<file path="config.mk">
export PLATFORM = sky130hd
export DESIGN_NAME = spart_rx_flat
export DESIGN_NICKNAME = d
export VERILOG_FILES = /design/src/rtl/spart_pkg.sv /design/src/rtl/spart_rx_if.sv /design/src/rtl/spart_rx_sync_2ff.sv /design/src/rtl/spart_rx.sv /design/src/flat_wrapper.sv
export SDC_FILE = /design/constraint.sdc
export NUM_CORES = 1
export LEC_CHECK = 0
export CORE_ASPECT_RATIO = 0.7
export CORE_MARGIN = 2
export CORE_UTILIZATION = 53
export DETAILED_ROUTE_END_ITERATION = 8
export PLACE_DENSITY = 0.83
export RECOVER_POWER = 25
export SLEW_MARGIN = 20
export SYNTH_ARGS = -nofsm -noshare
export SYNTH_HDL_FRONTEND = slang
export SYNTH_SLANG_ARGS = --single-unit
</file>
<file path="constraint.sdc">
create_clock -name clk -period 1.8 [get_ports clk]
set_input_delay 0.36 -clock clk [delete_from_list [all_inputs] [get_ports clk]]
set_output_delay 0.36 -clock clk [all_outputs]
set_load 0.05 [all_outputs]
</file>
<file path="src/rtl/spart_pkg.sv">
// Shared definitions for the SPART receive, transmit and bus-interface blocks.
package spart_pkg;

  // Receive state machine encoding
  typedef enum logic [1:0] {
    IDLE  = 2'd0,
    START = 2'd1,
    DATA  = 2'd2,
    STOP  = 2'd3
  } rx_state_t;

  // Bus address of the data register
  localparam logic [1:0] ADDR_DATA = 2'b00;

  // Default frame timing: 16 brg ticks per bit, 8 data bits
  localparam int DEFAULT_OVERSAMPLE = 16;
  localparam int DEFAULT_DATA_BITS  = 8;

endpackage

</file>
<file path="src/rtl/spart_rx_if.sv">
// Processor-side bus of the SPART receiver: register access in, data/status out.
interface spart_rx_if
  import spart_pkg::*;
#(
  parameter int DATA_BITS = DEFAULT_DATA_BITS
) ();

  logic                 iocs;
  logic                 iorw;
  logic [1:0]           ioaddr;
  logic [DATA_BITS-1:0] rx_data;
  logic                 rda;
  logic                 ferr;
  logic                 ovr;

  // Processor side drives the access, reads back data and status
  modport master (
    output iocs, iorw, ioaddr,
    input  rx_data, rda, ferr, ovr
  );

  // Receiver side sees the access, drives data and status
  modport slave (
    input  iocs, iorw, ioaddr,
    output rx_data, rda, ferr, ovr
  );

endinterface

</file>
<file path="src/rtl/spart_rx_sync_2ff.sv">
// Two-flop synchronizer for an asynchronous input; resets to 1 (idle line level).
module sync_2ff (
  input  logic clk,
  input  logic rst,
  input  logic d,
  output logic q
);

  logic meta;

  // Two back-to-back flops to let metastability on d settle before use
  always_ff @(posedge clk) begin
    if (rst) begin
      meta <= 1'b1;
      q    <= 1'b1;
    end else begin
      meta <= d;
      q    <= meta;
    end
  end

endmodule

</file>
<file path="src/rtl/spart_rx.sv">
// SPART receiver: 8N1 deserializer with 16x oversampling, mid-bit sampling,
// and a read-to-clear data register with rda/ferr/ovr status.
module spart_rx
  import spart_pkg::*;
#(
  parameter int OVERSAMPLE = DEFAULT_OVERSAMPLE,
  parameter int DATA_BITS  = DEFAULT_DATA_BITS
) (
  input  logic       clk,
  input  logic       rst,
  input  logic       rxd,
  input  logic       brg_tick,
  spart_rx_if.slave  bus
);

  localparam int TW = $clog2(OVERSAMPLE);
  localparam logic [TW-1:0] TICK_LAST = TW'(OVERSAMPLE - 1);
  localparam logic [TW-1:0] TICK_HALF = TW'(OVERSAMPLE / 2 - 1);
  localparam logic [3:0]    BIT_LAST  = 4'(DATA_BITS - 1);

  rx_state_t            state, state_n;
  logic [TW-1:0]        tick_cnt, tick_n;
  logic [3:0]           bit_cnt, bit_n;
  logic [DATA_BITS-1:0] shift_reg, shift_n;
  logic                 rxd_s;
  logic                 rxd_prev;
  logic                 load;
  logic                 rd_strobe;

  sync_2ff u_sync (
    .clk (clk),
    .rst (rst),
    .d   (rxd),
    .q   (rxd_s)
  );

  assign rd_strobe = bus.iocs & bus.iorw & (bus.ioaddr == ADDR_DATA);

  // State, counters, shift register and the per-tick line history
  always_ff @(posedge clk) begin
    if (rst) begin
      state     <= IDLE;
      tick_cnt  <= '0;
      bit_cnt   <= '0;
      shift_reg <= '0;
      rxd_prev  <= 1'b1;
    end else begin
      state     <= state_n;
      tick_cnt  <= tick_n;
      bit_cnt   <= bit_n;
      shift_reg <= shift_n;
      if (brg_tick) begin
        rxd_prev <= rxd_s;
      end
    end
  end

  // Frame sequencing: start-edge detect, half-bit start check, data and stop sampling
  always_comb begin
    state_n = state;
    tick_n  = tick_cnt;
    bit_n   = bit_cnt;
    shift_n = shift_reg;
    load    = 1'b0;
    if (brg_tick) begin
      unique case (state)
        IDLE: begin
          if (!rxd_s && rxd_prev) begin
            state_n = START;
            tick_n  = '0;
          end
        end
        START: begin
          if (tick_cnt == TICK_HALF) begin
            tick_n = '0;
            if (!rxd_s) begin
              state_n = DATA;
              bit_n   = '0;
            end else begin
              state_n = IDLE;
            end
          end else begin
            tick_n = tick_cnt + TW'(1);
          end
        end
        DATA: begin
          if (tick_cnt == TICK_LAST) begin
            shift_n = {rxd_s, shift_reg[DATA_BITS-1:1]};
            tick_n  = '0;
            bit_n   = bit_cnt + 4'd1;
            if (bit_cnt == BIT_LAST) begin
              state_n = STOP;
            end
          end else begin
            tick_n = tick_cnt + TW'(1);
          end
        end
        STOP: begin
          if (tick_cnt == TICK_LAST) begin
            load    = 1'b1;
            tick_n  = '0;
            state_n = IDLE;
          end else begin
            tick_n = tick_cnt + TW'(1);
          end
        end
        default: begin
          state_n = IDLE;
          tick_n  = '0;
        end
      endcase
    end
  end

  // Data register and status flags; a load on the same edge as a read wins
  always_ff @(posedge clk) begin
    if (rst) begin
      bus.rx_data <= '0;
      bus.rda     <= 1'b0;
      bus.ferr    <= 1'b0;
      bus.ovr     <= 1'b0;
    end else if (load) begin
      bus.rx_data <= shift_reg;
      bus.rda     <= 1'b1;
      bus.ferr    <= ~rxd_s;
      if (rd_strobe) begin
        bus.ovr <= 1'b0;
      end else if (bus.rda) begin
        bus.ovr <= 1'b1;
      end
    end else if (rd_strobe) begin
      bus.rda  <= 1'b0;
      bus.ferr <= 1'b0;
      bus.ovr  <= 1'b0;
    end
  end

endmodule

</file>
<file path="src/flat_wrapper.sv">
// flat-port wrapper written by rule: the top's interface ports become plain ports
module spart_rx_flat import spart_pkg::*;
#(
  parameter int OVERSAMPLE = DEFAULT_OVERSAMPLE,
  parameter int DATA_BITS  = DEFAULT_DATA_BITS
)
  (clk, rst, rxd, brg_tick, bus_iocs, bus_iorw, bus_ioaddr, bus_rx_data, bus_rda, bus_ferr, bus_ovr);
  spart_rx_if #(.DATA_BITS(DATA_BITS)) bus_i ();
  input  logic clk;
  input  logic rst;
  input  logic rxd;
  input  logic brg_tick;
  input wire logic [$bits(bus_i.iocs)-1:0] bus_iocs;
  input wire logic [$bits(bus_i.iorw)-1:0] bus_iorw;
  input wire logic [$bits(bus_i.ioaddr)-1:0] bus_ioaddr;
  output wire logic [$bits(bus_i.rx_data)-1:0] bus_rx_data;
  output wire logic [$bits(bus_i.rda)-1:0] bus_rda;
  output wire logic [$bits(bus_i.ferr)-1:0] bus_ferr;
  output wire logic [$bits(bus_i.ovr)-1:0] bus_ovr;
  assign bus_i.iocs = bus_iocs;
  assign bus_i.iorw = bus_iorw;
  assign bus_i.ioaddr = bus_ioaddr;
  assign bus_rx_data = bus_i.rx_data;
  assign bus_rda = bus_i.rda;
  assign bus_ferr = bus_i.ferr;
  assign bus_ovr = bus_i.ovr;
  spart_rx #(.OVERSAMPLE(OVERSAMPLE), .DATA_BITS(DATA_BITS)) u_core (.clk(clk), .rst(rst), .rxd(rxd), .brg_tick(brg_tick), .bus(bus_i));
endmodule
</file>
# ---- After elaboration in Yosys (flattened, before gate mapping)
# Cells that the tools add are included.
dict set report totals {
  ff_bits 32
  inputBits 8
  out_inout_bits 11
  wordCells 65
}
dict set report classes {
  addsub 2
  eq_ne 12
  n_mux 24
  n_bitwise 3
  reduce_logical 13
}
# op count
set op_table {}
lappend op_table {{$mux 4} 6}
lappend op_table {{$mux 2} 6}
lappend op_table {{$pmux 4 s3} 1}
lappend op_table {{$ne 2x1->1 const B} 5}
lappend op_table {{$mux 1} 9}
lappend op_table {{$add 4x1->4 const B} 2}
lappend op_table {{$eq 4x3->1 const B} 2}
lappend op_table {{$pmux 2 s4} 1}
lappend op_table {{$pmux 4 s2} 1}
lappend op_table {{$reduce_and 6->1} 1}
lappend op_table {{$reduce_bool 2->1} 3}
lappend op_table {{$reduce_and 5->1} 1}
lappend op_table {{$eq 2x2->1 const B} 2}
lappend op_table {{$eq 4x4->1 const B} 1}
lappend op_table {{$logic_not 2->1} 2}
lappend op_table {{$reduce_and 2->1} 2}
lappend op_table {{$reduce_and 3->1} 1}
lappend op_table {{$and 1x1->1} 2}
lappend op_table {{$eq 2x1->1 const B} 1}
lappend op_table {{$ne 2x2->1 const B} 1}
lappend op_table {{$reduce_or 2->1} 1}
lappend op_table {{$logic_and 1x1->1} 1}
lappend op_table {{$logic_not 1->1} 1}
lappend op_table {{$not 1->1} 1}

# ---- Depth between registers and ports, before layout
dict set report depth {
  depth_word 6
  mapped_depth 6
  mapped_depth_nobuf 5
}

# ---- By module
# Synthesis repeated with hierarchy kept, for this count alone.
dict set report hier_totals {
  hier_cells 137
  area_unflattened_um2 1382.6
}
# mod instances cells_per_inst area_per_inst_um2 seq_area_each_um2
set modules_own_cells {}
lappend modules_own_cells {spart_rx 1 133 1330.0 600.6}
lappend modules_own_cells {sync_2ff 1 4 52.6 40.0}

# ---- Worst setup path after synthesis
# OpenSTA, ideal clock, no wires.
dict set report synth_path {
  path_type {register -> register}
  start {register u_core.u_sync.q}
  end {register u_core.bit_cnt[2]}
  setup_time_ns 0.070
  arrival_time_ns 1.550
  required_time_ns 1.730
  slack_ns 0.180
  stages_incl_launch_ff 5
  path_buffers 0
  period_less_slack_ns 1.620
  cell_sequence {dfxtp_1 > or4b_4 > a21o_1 > or4_1 > a21oi_1}
}
dict set report synth_between {
  elab_chain_cells 2
}
# item line_no
set synth_lines {}
lappend synth_lines {{start, declared} spart_rx_sync_2ff.sv:6} ;# output logic q
lappend synth_lines {{start signal, assigned} spart_rx_sync_2ff.sv:18} ;# q <= meta;
lappend synth_lines {{$ne 2x2->1 (no source line)} n/a}
lappend synth_lines {{$reduce_and 5->1 (no source line)} n/a}
lappend synth_lines {{end signal, assigned} spart_rx.sv:50} ;# bit_cnt <= bit_n;
lappend synth_lines {{end, declared} spart_rx.sv:23} ;# logic [3:0] bit_cnt, bit_n;
# No other way between the ends.
# A chain may end at the register's enable or synchronous reset.

# ---- Final worst setup path
# Ends and elaborated chain as after synthesis.

==> results.json <==
{
  "setup_violations": 0,
  "holdBufCountCts": 0,
  "grt_pass1_vias": 1032,
  "worst_setup_path_end_kind": "register",
  "final_antenna_net_count": 0,
  "yosys_warnings": 0,
  "synth_compound_area_frac": 0.1259,
  "ir_worst_vdd_v": 0.0006601,
  "die_w_um": 64.80,
  "place_area_um2": 1638,
  "grt_max_degree": 14,
  "cts_buffers": 5,
  "first_pass_iters": 4,
  "vias": 1133,
  "fin_skew_ns": 0.002284,
  "worst-r2r-setup-slack_ns": 0.13,
  "rr_startpoint": "u_core.u_sync.q",
  "ys_seq_area_frac": 0.4672,
  "max_freq_ghz": 0.6004,
  "crit_fanout": 3,
  "cts_tree": "built",
  "crit_required_ns": 2.01,
  "clk_pin_slew_worst_paths_ns": 0.06,
  "drt_iter0_drc": 59,
  "postCtsSetupRepairBufs": 0,
  "pin_count": 19,
  "p_leak_nw": 0.6456,
  "synthXorXnorAreaFrac": 0.006387,
  "h-tree-depth": 2,
  "worstMarginPinSlew_ns": 0.6072,
  "critPathCapture": "u_core.bit_cnt[2]",
  "ys_types": 38,
  "whs_ns": 0.4123,
  "layout.nets": 185,
  "cts_buffer_depth": 2,
  "wl_um": 2764,
  "synth.area.top_cells": "dfxtp_1, mux2i_1, nor2_1",
  "cts-root-buf": "clkbuf_8",
  "fin_setup_tns_ns": 0,
  "clk_latency_ns": 0.28,
  "initial_core_util": 0.5578,
  "status": "finished clean",
  "area_delta_synth_final_pct": 24.82,
  "syn_area_per_cell_um2": 9.393,
  "path_class": "reg -> reg",
  "rows": 15,
  "gp_congestion": 0.8759,
  "min_path_type": "reg -> reg",
  "muxShareOfSynthArea": 0.1314,
  "wl_per_cell_um": 13.16,
  "synth_seq_cells": 32,
  "r2r-end": "u_core.bit_cnt[2]",
  "fill_cells": 202,
  "synth_adder_area_share": 0.01825,
  "yosys.area_share.simple": 0.2053,
  "synth_top_family_by_area": "simple AND/OR/NAND/NOR gates",
  "p_per_area_nw_per_um2": 838.0,
  "cts-resized-gates": 0,
  "synth_top_area_frac": 0.4672,
  "ff2ff_path_depth": 4,
  "drc": 0,
  "final_util": 0.6962,
  "die_area_um2": 3017,
  "power_mw": 1.434,
  "netlist_area_um2": 1371,
  "grt_pass1_wl_um": 4491,
  "drv_cap": 0,
  "syn_inst": 146,
  "antenna_found_initial": 0,
  "core_um2": 2459,
  "max_slew_margin": 0.5970,
  "hold_viol": 0,
  "synth_nets": 156,
  "antenna_cells": 0,
  "portBuffers": 18,
  "cp-start-kind": "register",
  "grtUsageTotal": 0.2090,
  "fin_crit_ns": 1.666,
  "design_area_um2": 1712,
  "die_h_um": 46.56,
  "synth_top_area_cell": "dfxtp_1",
  "cp_data_arrival_time_ns": 1.88,
  "via_per_inst": 5.395,
  "overflow": 0,
  "cp-startpoint": "u_core.u_sync.q",
  "rsz0062_at_grt": "no",
  "clock-sinks": 32,
  "slew_viol_final": 0,
  "place_hpwl_um": 2098,
  "fin_crit_sh": 0.9253,
  "layout-drive-gt1-share": 0.1648
}
## worst min-delay path by stage
stage / startpoint / endpoint / slack [ns] / cells past startpoint
2_1_floorplan: u_core.u_sync.meta / u_core.u_sync.q / 0.39 / 1
5_1_grt: u_core.u_sync.meta / u_core.u_sync.q / 0.43 / 1
4_1_cts: u_core.u_sync.meta / u_core.u_sync.q / 0.41 / 1
3_5_place_dp: u_core.u_sync.meta / u_core.u_sync.q / 0.40 / 1
3_3_place_gp: u_core.u_sync.meta / u_core.u_sync.q / 0.40 / 1
6_report: u_core.u_sync.meta / u_core.u_sync.q / 0.41 / 1
## placed cells by master (no fill, tap or decap), types with 2 or more instances in the layout
cell,Yosys,final
a31oi_1,4,4
nor2b_1,3,3
buf_4,4,13
o21ai_0,6,6
clkbuf_1,3,10
ha_1,2,2
clkdlybuf4s50_1,0,6
nand3_1,4,4
inv_1,3,3
clkbuf_8,0,5
dfxtp_1,32,32
a21o_1,2,2
mux2i_1,18,18
buf_12,0,2
a21oi_1,5,5
nand2_1,4,4
nor2_1,27,27
and3_1,2,2
or2_2,3,3
a22oi_1,2,2
## stage by stage
stage	cells	setup WS (ns)
after floorplan	146	0.1800
after global placement	202	-0.03965
after detailed placement	202	-0.1151
after CTS	210	0.1402
after global routing	210	0.06169
final	210	0.1344
## logic make-up (layout without fill, tap and decap cells)
| group | count (synthesis) | in the layout |
|---|---|---|
| and+or+nand+nor | 55 | 55 |
| DFF | 32 | 32 |
| AOI/OAI and AO/OA | 26 | 26 |
| muxes | 18 | 18 |
| buffers and inverters | 12 | 42 |
| adders and majority gates | 2 | 2 |
| xor gates and xnor gates | 1 | 1 |
## area by class of cell
class | instances | area, um^2 | share of cell area
flip-flops and latches | 32 | 640.6 | 0.3743
clock buffers | 6 | 72.57 | 0.04240
repair buffers | 31 | 241.5 | 0.1411
well taps | 34 | 42.54 | 0.02485
inverters | 3 | 11.26 | 0.006579
clock inverters | 2 | 35.03 | 0.02047
multi-input cells | 102 | 668.1 | 0.3904
## power by group
part	internal [mW]	leakage (nW)	switching (mW)
combinational	0.0338	0.332	0.0276
clock	0.410	0.0552	0.244
sequential	0.715	0.259	0.00398
## synthesized netlist by cell type
library cell	count
a211o_2	1
a21o_1	2
a21oi_1	5
a222oi_1	1
a22o_1	1
a22oi_1	2
a2bb2oi_1	1
a311oi_1	1
a31oi_1	4
a32oi_1	1
and2_1	1
and2b_2	1
and3_1	2
and4_1	1
and4b_1	1
buf_2	2
buf_4	4
clkbuf_1	3
dfxtp_1	32
ha_1	2
inv_1	3
mux2i_1	18
nand2_1	4
nand2b_1	1
nand3_1	4
nand3b_1	1
nand4_1	1
nand4b_1	1
nor2_1	27
nor2_2	1
nor2b_1	3
nor3_1	1
o211ai_1	1
o21ai_0	6
or2_2	3
or4_1	1
or4b_4	1
xnor2_1	1
## critical path, cell delays in order, from the launching register on
cell,delay (ns)
dfxtp_1,0.34
or4b_4,0.55
a21o_1,0.18
or4_1,0.40
a21oi_1,0.13
## metal layers
metal	GRT usage	up-vias	part of all wire
li1	-	575	-
met1	0.2324	535	0.46
met2	0.3485	14	0.48
met3	0.07824	9	0.041
met4	0.1319	0	0.022
met5	0	-	0
No activity file was read; power rests on OpenSTA's default activity.
